<file path="config.mk">
export PLATFORM = sky130hd
export DESIGN_NAME = fwd_hazard_unit_flat
export DESIGN_NICKNAME = d
export VERILOG_FILES = /design/src/rtl/fwd_hazard_unit_if.sv /design/src/rtl/fwd_hazard_unit.sv /design/src/flat_wrapper.sv
export SDC_FILE = /design/constraint.sdc
export NUM_CORES = 1
export LEC_CHECK = 0
export ABC_CLOCK_PERIOD_IN_PS = 3450
export BUFFER_PORTS_ARGS = -buffer_cell sky130_fd_sc_hd__buf_2
export CAP_MARGIN = 20
export CORE_UTILIZATION = 48
export DETAILED_ROUTE_END_ITERATION = 8
export PLACE_DENSITY = 0.89
export SLEW_MARGIN = 30
export SYNTH_ARGS = -nofsm -noshare
export SYNTH_HDL_FRONTEND = slang
export SYNTH_SLANG_ARGS = --single-unit
</file>
<file path="constraint.sdc">
create_clock -name clk -period 3.45 [get_ports clk]
set_clock_uncertainty 0.05 [all_clocks]
set_input_delay 0.69 -clock clk [delete_from_list [all_inputs] [get_ports clk]]
set_output_delay 0.69 -clock clk [all_outputs]
set_load 0.01 [all_outputs]
</file>
<file path="src/rtl/fwd_hazard_unit_if.sv">
// rtl/fwd_hazard_unit_if.sv - OF-out operand, writeback-source and forward/stall bundle for fwd_hazard_unit
interface fwd_hazard_unit_if #(
    parameter int XLEN    = 32,
    parameter int REG_AW  = 5,
    parameter int NUM_SRC = 3
);
    logic                       of_valid;
    logic [REG_AW-1:0]          of_rs1;
    logic [REG_AW-1:0]          of_rs2;
    logic                       of_rs1_used;
    logic                       of_rs2_used;
    logic [NUM_SRC-1:0]         src_valid;
    logic [NUM_SRC-1:0]         src_wb_en;
    logic [NUM_SRC*REG_AW-1:0]  src_rd;
    logic [NUM_SRC*XLEN-1:0]    src_data;
    logic [NUM_SRC-1:0]         src_data_rdy;
    logic                       flush;

    logic                       fwd_rs1_en;
    logic [XLEN-1:0]            fwd_rs1_data;
    logic                       fwd_rs2_en;
    logic [XLEN-1:0]            fwd_rs2_data;
    logic                       stall_if;
    logic                       stall_ifof;
    logic                       stall_ofex;
    logic                       stall_exmem;
    logic                       stall_memwb;
    logic                       bubble_ofex;

    modport master (
        output of_valid, of_rs1, of_rs2, of_rs1_used, of_rs2_used,
        output src_valid, src_wb_en, src_rd, src_data, src_data_rdy, flush,
        input  fwd_rs1_en, fwd_rs1_data, fwd_rs2_en, fwd_rs2_data,
        input  stall_if, stall_ifof, stall_ofex, stall_exmem, stall_memwb, bubble_ofex
    );

    modport slave (
        input  of_valid, of_rs1, of_rs2, of_rs1_used, of_rs2_used,
        input  src_valid, src_wb_en, src_rd, src_data, src_data_rdy, flush,
        output fwd_rs1_en, fwd_rs1_data, fwd_rs2_en, fwd_rs2_data,
        output stall_if, stall_ifof, stall_ofex, stall_exmem, stall_memwb, bubble_ofex
    );
endinterface

</file>
<file path="src/rtl/fwd_hazard_unit.sv">
// rtl/fwd_hazard_unit.sv - RAW forwarding select and load-use stall FSM; FWD_HAZARD_STATS_EN adds event counters
module fwd_hazard_unit #(
    parameter int XLEN              = 32,
    parameter int REG_AW            = 5,
    parameter int NUM_SRC           = 3,
    parameter int LOAD_STALL_CYCLES = 1
) (
    input  logic               clk,
    input  logic               resetn,
    fwd_hazard_unit_if.slave   bus
`ifdef FWD_HAZARD_STATS_EN
    ,
    output logic [31:0]        fwd_event_cnt,
    output logic [31:0]        stall_cycle_cnt
`endif
);
    localparam logic [0:0] ST_RUN   = 1'b0;
    localparam logic [0:0] ST_STALL = 1'b1;
    localparam logic [2:0] LOAD_CNT = 3'(LOAD_STALL_CYCLES - 1);

    logic [0:0]         state_q, state_d;
    logic [2:0]         cnt_q, cnt_d;
    logic               en1_q, en1_d, en2_q, en2_d;
    logic [XLEN-1:0]    data1_q, data1_d, data2_q, data2_d;

    logic [NUM_SRC-1:0] hit1, hit2;
    logic               any1, rdy1, any2, rdy2;
    logic [XLEN-1:0]    sel1, sel2;
    logic               hazard, stalling;

    for (genvar g = 0; g < NUM_SRC; g++) begin : g_hit
        logic [REG_AW-1:0] rd;
        logic              wr;
        assign rd = bus.src_rd[g*REG_AW +: REG_AW];
        assign wr = bus.of_valid & bus.src_valid[g] & bus.src_wb_en[g];
        assign hit1[g] = wr & bus.of_rs1_used & (rd == bus.of_rs1) & (bus.of_rs1 != '0);
        assign hit2[g] = wr & bus.of_rs2_used & (rd == bus.of_rs2) & (bus.of_rs2 != '0);
    end

    // Walk oldest to youngest so the lowest hitting index overwrites the rest.
    always_comb begin
        any1 = 1'b0;
        rdy1 = 1'b0;
        sel1 = '0;
        any2 = 1'b0;
        rdy2 = 1'b0;
        sel2 = '0;
        for (int i = NUM_SRC - 1; i >= 0; i--) begin
            if (hit1[i]) begin
                any1 = 1'b1;
                rdy1 = bus.src_data_rdy[i];
                sel1 = bus.src_data[i*XLEN +: XLEN];
            end
            if (hit2[i]) begin
                any2 = 1'b1;
                rdy2 = bus.src_data_rdy[i];
                sel2 = bus.src_data[i*XLEN +: XLEN];
            end
        end
    end

    assign hazard   = (any1 & ~rdy1) | (any2 & ~rdy2);
    assign stalling = resetn & ~bus.flush & ((state_q == ST_STALL) | hazard);

    always_comb begin
        state_d = state_q;
        cnt_d   = cnt_q;
        if (bus.flush) begin
            state_d = ST_RUN;
            cnt_d   = '0;
        end else if (state_q == ST_RUN) begin
            if (hazard) begin
                state_d = ST_STALL;
                cnt_d   = LOAD_CNT;
            end
        end else if (cnt_q == '0) begin
            state_d = ST_RUN;
        end else begin
            cnt_d = cnt_q - 3'd1;
        end
    end

    assign en1_d   = any1 & rdy1 & ~stalling & ~bus.flush;
    assign en2_d   = any2 & rdy2 & ~stalling & ~bus.flush;
    assign data1_d = en1_d ? sel1 : data1_q;
    assign data2_d = en2_d ? sel2 : data2_q;

    always_ff @(posedge clk) begin
        if (!resetn) begin
            state_q <= ST_RUN;
            cnt_q   <= '0;
            en1_q   <= 1'b0;
            en2_q   <= 1'b0;
            data1_q <= '0;
            data2_q <= '0;
        end else begin
            state_q <= state_d;
            cnt_q   <= cnt_d;
            en1_q   <= en1_d;
            en2_q   <= en2_d;
            data1_q <= data1_d;
            data2_q <= data2_d;
        end
    end

    assign bus.fwd_rs1_en   = en1_q;
    assign bus.fwd_rs1_data = data1_q;
    assign bus.fwd_rs2_en   = en2_q;
    assign bus.fwd_rs2_data = data2_q;
    assign bus.stall_if     = stalling;
    assign bus.stall_ifof   = stalling;
    assign bus.bubble_ofex  = stalling;
    assign bus.stall_ofex   = 1'b0;
    assign bus.stall_exmem  = 1'b0;
    assign bus.stall_memwb  = 1'b0;

`ifdef FWD_HAZARD_STATS_EN
    logic [31:0] ev_q, ev_d, sc_q, sc_d;
    logic [32:0] ev_sum, sc_sum;

    assign ev_sum = {1'b0, ev_q} + {31'd0, en1_d} + {31'd0, en2_d};
    assign sc_sum = {1'b0, sc_q} + {32'd0, stalling};
    assign ev_d   = ev_sum[32] ? 32'hFFFF_FFFF : ev_sum[31:0];
    assign sc_d   = sc_sum[32] ? 32'hFFFF_FFFF : sc_sum[31:0];

    always_ff @(posedge clk) begin
        if (!resetn) begin
            ev_q <= '0;
            sc_q <= '0;
        end else begin
            ev_q <= ev_d;
            sc_q <= sc_d;
        end
    end

    assign fwd_event_cnt   = ev_q;
    assign stall_cycle_cnt = sc_q;
`endif
endmodule

</file>
<file path="src/flat_wrapper.sv">
// flat-port wrapper written by rule: the top's interface ports become plain ports
module fwd_hazard_unit_flat 
#(
    parameter int XLEN              = 32,
    parameter int REG_AW            = 5,
    parameter int NUM_SRC           = 3,
    parameter int LOAD_STALL_CYCLES = 1
)
  (clk, resetn, bus_of_valid, bus_of_rs1, bus_of_rs2, bus_of_rs1_used, bus_of_rs2_used, bus_src_valid, bus_src_wb_en, bus_src_rd, bus_src_data, bus_src_data_rdy, bus_flush, bus_fwd_rs1_en, bus_fwd_rs1_data, bus_fwd_rs2_en, bus_fwd_rs2_data, bus_stall_if, bus_stall_ifof, bus_stall_ofex, bus_stall_exmem, bus_stall_memwb, bus_bubble_ofex);
  fwd_hazard_unit_if #(.XLEN(XLEN), .REG_AW(REG_AW), .NUM_SRC(NUM_SRC)) bus_i ();
  input  logic clk;
  input  logic resetn;
  input wire logic [$bits(bus_i.of_valid)-1:0] bus_of_valid;
  input wire logic [$bits(bus_i.of_rs1)-1:0] bus_of_rs1;
  input wire logic [$bits(bus_i.of_rs2)-1:0] bus_of_rs2;
  input wire logic [$bits(bus_i.of_rs1_used)-1:0] bus_of_rs1_used;
  input wire logic [$bits(bus_i.of_rs2_used)-1:0] bus_of_rs2_used;
  input wire logic [$bits(bus_i.src_valid)-1:0] bus_src_valid;
  input wire logic [$bits(bus_i.src_wb_en)-1:0] bus_src_wb_en;
  input wire logic [$bits(bus_i.src_rd)-1:0] bus_src_rd;
  input wire logic [$bits(bus_i.src_data)-1:0] bus_src_data;
  input wire logic [$bits(bus_i.src_data_rdy)-1:0] bus_src_data_rdy;
  input wire logic [$bits(bus_i.flush)-1:0] bus_flush;
  output wire logic [$bits(bus_i.fwd_rs1_en)-1:0] bus_fwd_rs1_en;
  output wire logic [$bits(bus_i.fwd_rs1_data)-1:0] bus_fwd_rs1_data;
  output wire logic [$bits(bus_i.fwd_rs2_en)-1:0] bus_fwd_rs2_en;
  output wire logic [$bits(bus_i.fwd_rs2_data)-1:0] bus_fwd_rs2_data;
  output wire logic [$bits(bus_i.stall_if)-1:0] bus_stall_if;
  output wire logic [$bits(bus_i.stall_ifof)-1:0] bus_stall_ifof;
  output wire logic [$bits(bus_i.stall_ofex)-1:0] bus_stall_ofex;
  output wire logic [$bits(bus_i.stall_exmem)-1:0] bus_stall_exmem;
  output wire logic [$bits(bus_i.stall_memwb)-1:0] bus_stall_memwb;
  output wire logic [$bits(bus_i.bubble_ofex)-1:0] bus_bubble_ofex;
  assign bus_i.of_valid = bus_of_valid;
  assign bus_i.of_rs1 = bus_of_rs1;
  assign bus_i.of_rs2 = bus_of_rs2;
  assign bus_i.of_rs1_used = bus_of_rs1_used;
  assign bus_i.of_rs2_used = bus_of_rs2_used;
  assign bus_i.src_valid = bus_src_valid;
  assign bus_i.src_wb_en = bus_src_wb_en;
  assign bus_i.src_rd = bus_src_rd;
  assign bus_i.src_data = bus_src_data;
  assign bus_i.src_data_rdy = bus_src_data_rdy;
  assign bus_i.flush = bus_flush;
  assign bus_fwd_rs1_en = bus_i.fwd_rs1_en;
  assign bus_fwd_rs1_data = bus_i.fwd_rs1_data;
  assign bus_fwd_rs2_en = bus_i.fwd_rs2_en;
  assign bus_fwd_rs2_data = bus_i.fwd_rs2_data;
  assign bus_stall_if = bus_i.stall_if;
  assign bus_stall_ifof = bus_i.stall_ifof;
  assign bus_stall_ofex = bus_i.stall_ofex;
  assign bus_stall_exmem = bus_i.stall_exmem;
  assign bus_stall_memwb = bus_i.stall_memwb;
  assign bus_bubble_ofex = bus_i.bubble_ofex;
  fwd_hazard_unit #(.XLEN(XLEN), .REG_AW(REG_AW), .NUM_SRC(NUM_SRC), .LOAD_STALL_CYCLES(LOAD_STALL_CYCLES)) u_core (.clk(clk), .resetn(resetn), .bus(bus_i));
endmodule
</file>
* After elaboration in Yosys (flattened, before gate mapping)
Index checks and enable logic that the tools add are counted.
** Storage, ports and cells
- Logic and storage cells :: 85
- Input port bits :: 136
- Latch bits :: 0
- Flip-flop bits (word level) :: 70
- Output and inout bits :: 72
- Memories :: 0
- Bits in writable memories :: 0
- Memory bits (read-only) :: 0
** Operators by class
- Order comparisons :: 0
- Div/mod/pow operators :: 0
- Bitwise gates (word level) :: 41
- Multiplexer cells :: 24
- Shift operators :: 0
- Eq/ne operators :: 7
- Add/sub/neg operators :: 1
- Multipliers :: 0
- Reductions and logical operators :: 6
** Operators by type and width (count)
- 32-bit two-way mux :: 6
- 1-bit bitwise AND :: 34
- 5-bit == test :: 6
- 1-bit two-way mux :: 15
- 5-bit nonzero test :: 2
- 3-bit two-way mux :: 3
- 1-bit inverter :: 5
- 3-bit zero test :: 1
- 3-bit by 1-bit subtractor with 3-bit output, second input constant :: 1
- 2-bit != test, second input constant :: 1
- 1-bit bitwise OR :: 2
- 2-bit AND reduction :: 1
- 2-bit nonzero test :: 1
- 2-bit OR reduction :: 1

* Depth between registers and ports, before layout
- Depth in word-level cells :: 16
- Mapped depth :: 10
- Mapped depth without buffers :: 7

* Worst setup path before layout
OpenSTA, ideal clock, no wires.
- Path kind :: input -> output
- From :: in bus_of_rs1[1]
- To :: out bus_stall_if
- Path slack :: 0.189 ns
- Path buffers :: 2
- Data arrival time :: 2.521 ns
- Stages :: 8
- Cells stage by stage :: or4_1 -> o21a_1 -> and3_1 -> clkbuf_1 -> nor3_1 -> o21ai_0 -> a21oi_1 -> buf_4
** Between the ends
- Longest elaborated chain between the ends :: 11
- Elaborated cells between the ends (all ways) :: 21
- Those cells by class :: eq/ne (3); mux (6); bitwise (11); reduce/logical (1)
** RTL lines
- from (decl) :: RTL line flat_wrapper.sv:14 : input wire logic [$bits(bus_i.of_rs1)-1:0] bus_of_rs1;
- 5-bit == test :: RTL line fwd_hazard_unit.sv:36 : assign hit1[g] = wr & bus.of_rs1_used & (rd == bus.of_rs1) & (bus.of_rs1 != '0);
- 1-bit bitwise AND (2 in a row) :: RTL line fwd_hazard_unit.sv:36
- 1-bit two-way mux (3 in a row) :: RTL line fwd_hazard_unit.sv:49 : if (hit1[i]) begin
- 1-bit inverter :: RTL line fwd_hazard_unit.sv:62 : assign hazard = (any1 & ~rdy1) | (any2 & ~rdy2);
- 1-bit bitwise AND (*) :: RTL line fwd_hazard_unit.sv:62
- 1-bit bitwise OR (*) :: RTL line fwd_hazard_unit.sv:62
- 1-bit bitwise OR (*) :: RTL line fwd_hazard_unit.sv:63 : assign stalling = resetn & ~bus.flush & ((state_q == ST_STALL) | hazard);
- 1-bit bitwise AND (*) :: RTL line fwd_hazard_unit.sv:63
- to (decl) :: RTL line flat_wrapper.sv:28 : output wire logic [$bits(bus_i.stall_if)-1:0] bus_stall_if;
Mark *: on every way between the ends. The rest lies on a longest branch, timed or not.

* Worst setup path in the final report
- From :: in bus_of_rs2[3]
- To :: out bus_bubble_ofex
** Between the ends
- Longest elaborated chain between the ends :: 11
- Elaborated cells between the ends (all ways) :: 21
- Those cells by class :: eq/ne (3); mux (6); bitwise (11); reduce/logical (1)
** RTL lines
- from (decl) :: RTL line flat_wrapper.sv:15 : input wire logic [$bits(bus_i.of_rs2)-1:0] bus_of_rs2;
- 5-bit == test :: RTL line fwd_hazard_unit.sv:37 : assign hit2[g] = wr & bus.of_rs2_used & (rd == bus.of_rs2) & (bus.of_rs2 != '0);
- 1-bit bitwise AND (2 in a row) :: RTL line fwd_hazard_unit.sv:37
- 1-bit two-way mux (3 in a row) :: RTL line fwd_hazard_unit.sv:54 : if (hit2[i]) begin
- 1-bit inverter :: RTL line fwd_hazard_unit.sv:62
- 1-bit bitwise AND (*) :: RTL line fwd_hazard_unit.sv:62
- 1-bit bitwise OR (*) :: RTL line fwd_hazard_unit.sv:62
- 1-bit bitwise OR (*) :: RTL line fwd_hazard_unit.sv:63
- 1-bit bitwise AND (*) :: RTL line fwd_hazard_unit.sv:63
- to (decl) :: RTL line flat_wrapper.sv:33 : output wire logic [$bits(bus_i.bubble_ofex)-1:0] bus_bubble_ofex;
Marks and branches as above.

==> impl_metrics.py <==
metrics = {
    "clock_network": {
        "cts_inserted_buffers": 9,
        "h-tree-depth": 3,
        "clk_pin_slew_ns": 0.07,
        "cts_setup_buffers": 0,
        "clk_latency_ns": 0.33,
        "cts_sinks": 70,
        "cts_tree": "built",
        "hold_buffers": 0,
        "cts-root-buf": "clkbuf_8",
        "cts_resized": 0,
        "cts_max_path_buffers": 2,
    },
    "layout": {
        "diodes": 0,
        "fin_nets": 813,
        "fillers": 766,
        "multi_input_area_mm2": 0.00283,
        "areaGrowthSynthToFinish_pct": 27.7,
        "seqCellArea_mm2": 0.00140,
        "final_layout_size_suffix_gt1_frac": 0.364,
    },
    "synth": {
        "yosysWarnings": 0,
        "synth.area.top_cells": "dfxtp_1 31%, a221o_1 14%, mux2i_1 14%",
        "synth_largest_area_cell": "dfxtp_1",
        "synth_top_area_frac": 0.313,
        "ys_seq_elements": 70,
        "seq_area_frac_synth": 0.313,
        "syn_area_mm2": 0.00448,
        "syn_avg_cell_area_um2": 9.04,
        "synthCells": 496,
        "synth_cell_type_count": 45,
    },
    "timing": {
        "fin_crit_sh": 0.962,
        "rsz0062_at_grt": "no",
        "maxSlewHeadroom": 0.405,
        "fin_tns_setup_ns": 0,
        "max_freq_ghz": 0.301,
        "setup_violations": 0,
        "slew_violations": 0,
        "worstMarginPinSlew_ns": 0.893,
        "min_period_ns": 3.32,
        "final-hold-violation-count": 0,
    },
    "worst_setup_path": {
        "crit_chain": "buf_2, xor2_1, or4_4, nor4_1, a211o_1, a21oi_4, a21oi_1, buf_2",
        "required_ns": 2.71,
        "worstPathArrival_ns": 2.58,
        "cp_slowest_cell": "or4_4",
        "endpoint_kind": "output port",
        "critical_path_class": "in2out",
        "startpoint_type": "input port",
        "path_common_cell": "buf_2",
        "cp_max_fo": 5,
        "worstReg2RegStart": "u_core.cnt_q[0]",
        "max_stage_delay_ns": 0.56,
        "crit_start": "bus_of_rs2[3]",
    },
    "global_routing": {
        "grt_pass1_wl_um": 23700,
        "overflow": 0,
        "grt_max_degree": 129,
        "antenna_found_initial": 0,
        "grt_pass1_vias": 4959,
        "track_usage": 0.306,
    },
    "power_and_ir_drop": {
        "finalPower_mw": 1.60,
        "power_density_mw_per_mm2": 279,
        "p_leak_nw": 2.80,
        "peakVddDrop_mv": 0.215,
    },
    "die": {
        "die_w_um": 98.6,
        "die_y_um": 98.6,
        "ios": 208,
        "core_region_area_mm2": 0.00889,
        "start_util": 0.504,
        "dieArea_mm2": 0.00973,
        "rows": 34,
    },
    "worst_hold_path": {
        "min_from": "u_core.bus.fwd_rs2_data[29]",
        "min_path_type": "reg2reg",
    },
    "route": {
        "num_vias": 4907,
        "wl_per_cell_um": 19.0,
        "routed_via_density": 6.24,
        "ant_nets": 0,
        "first_iter_violations": 317,
        "drtPass1Iterations": 5,
        "wl_um": 15000,
        "drc": 0,
    },
    "placement": {
        "place.detailed.hpwl_um": 10500,
        "io_buffers": 204,
        "place_congestion": 0.944,
    },
    "status": {
        "outcome": "completed",
    },
    "job": {
        "drv_cap": 0,
    },
}
flip-flops by register name (all words and copies together) (netlist names):
signal and count:
u_core.bus.fwd_rs1_en 1, u_core.cnt_q 3, u_core.bus.fwd_rs2_data 32, u_core.bus.fwd_rs2_en 1, u_core.bus.fwd_rs1_data 32, u_core.state_q 1
final cells by class:
class,count,share of cell area
inverters,7,0.00459
clock buffers,10,0.0240
clock inverters,4,0.00437
repair buffers,220,0.205
well taps,108,0.0236
flip-flops and latches,70,0.245
multi-input cells,367,0.494
critical path, delay by kind of cell:
kind                   cells  cell delay [ns]
AND/OR/NAND/NOR            2             0.84
AO/OA/AOI/OAI              3             0.55
buffers and inverters      2             0.34
XOR/XNOR                   1             0.16
through the flow:
stage / area (um2) / utilization / worst slack (ns) / cells / hold slack (ns)
2_1_floorplan: 4490 / - / 0.189 / 498 / 0.397
3_3_place_gp: 5560 / 0.625 / 0.194 / 772 / 0.392
3_5_place_dp: 5560 / 0.626 / 0.154 / 772 / 0.399
4_1_cts: 5720 / 0.644 / 0.149 / 786 / 0.412
5_1_grt: 5720 / 0.644 / 0.0485 / 786 / 0.428
6_report: 5720 / 0.644 / 0.131 / 786 / 0.408
path summary, 6_finish.rpt:
path	end	slack, ns	depth (start not counted)
min reg2reg	u_core.bus.fwd_rs2_data[29]	0.41	2
max	bus_bubble_ofex	0.13	8
min	u_core.bus.fwd_rs2_data[29]	0.41	2
max reg2reg	u_core.cnt_q[0]	1.84	6
cell usage after synthesis (all sizes together):
| cell | count |
|---|---|
| nor2 | 6 |
| nand2 | 75 |
| a311o | 1 |
| clkbuf | 39 |
| xor2 | 12 |
| a211o | 1 |
| nand4 | 5 |
| o21a | 1 |
| a311oi | 2 |
| nor3 | 6 |
| buf | 15 |
| and3 | 2 |
| a32o | 1 |
| a21oi | 4 |
| or2 | 1 |
| xnor2 | 18 |
| a221o | 64 |
| nor4b | 1 |
| o21ba | 1 |
| mux2i | 64 |
| nor2b | 2 |
| nand4b | 1 |
| or4 | 4 |
| o211ai | 65 |
| o21ai | 6 |
| o31ai | 1 |
| dfxtp | 70 |
| inv | 7 |
| and2 | 1 |
| a211oi | 3 |
| or3 | 1 |
| nand3 | 3 |
| and4 | 2 |
| conb | 1 |
| nand2b | 2 |
| ha | 2 |
| nor4 | 6 |
routing by layer:
metal,GRT usage,vias to the layer above,routed length [um]
met5,0,-,0
met3,0.0752,54,1220
met2,0.537,289,7360
met4,0.177,0,652
met1,0.337,2292,5730
li1,-,2272,-
layout by cell type (no fill, tap or decap), types with 3 or more instances in the layout:
cell type  synthesis  final
buf_2              3    203
nand2_1           75     75
dfxtp_1           70     70
a221o_1           64     64
o211ai_1          64     64
mux2i_1           64     64
xnor2_1           18     18
buf_4              8     14
xor2_1            12     12
clkbuf_8           0     10
inv_1              7      7
nor4_1             6      6
nand4_1            5      5
nor2_1             6      5
o21ai_0            5      5
nor3_1             5      3
a21oi_1            3      3
a211oi_1           3      3
conb_1             1      3
power by group:
group | switching, mW | total, mW | internal, mW
sequential | 0.000115 | 0.807 | 0.807
combinational | 0.121 | 0.212 | 0.0913
clock | 0.307 | 0.577 | 0.270
logic make-up (layout without fill, tap and decap cells):
logic type | count (synthesis) | count (layout) | synth area share
AOI/OAI and AO/OA | 150 | 150 | 0.290
and+or+nand+nor | 118 | 118 | 0.124
DFF | 70 | 70 | 0.313
muxes | 64 | 64 | 0.143
buffers and inverters | 61 | 241 | 0.0653
xor gates and xnor gates | 30 | 30 | 0.0586
adders and majority gates | 2 | 2 | 0.00558
other | 1 | 3 | 0.000836
No activity file was read; power rests on OpenSTA's default activity.
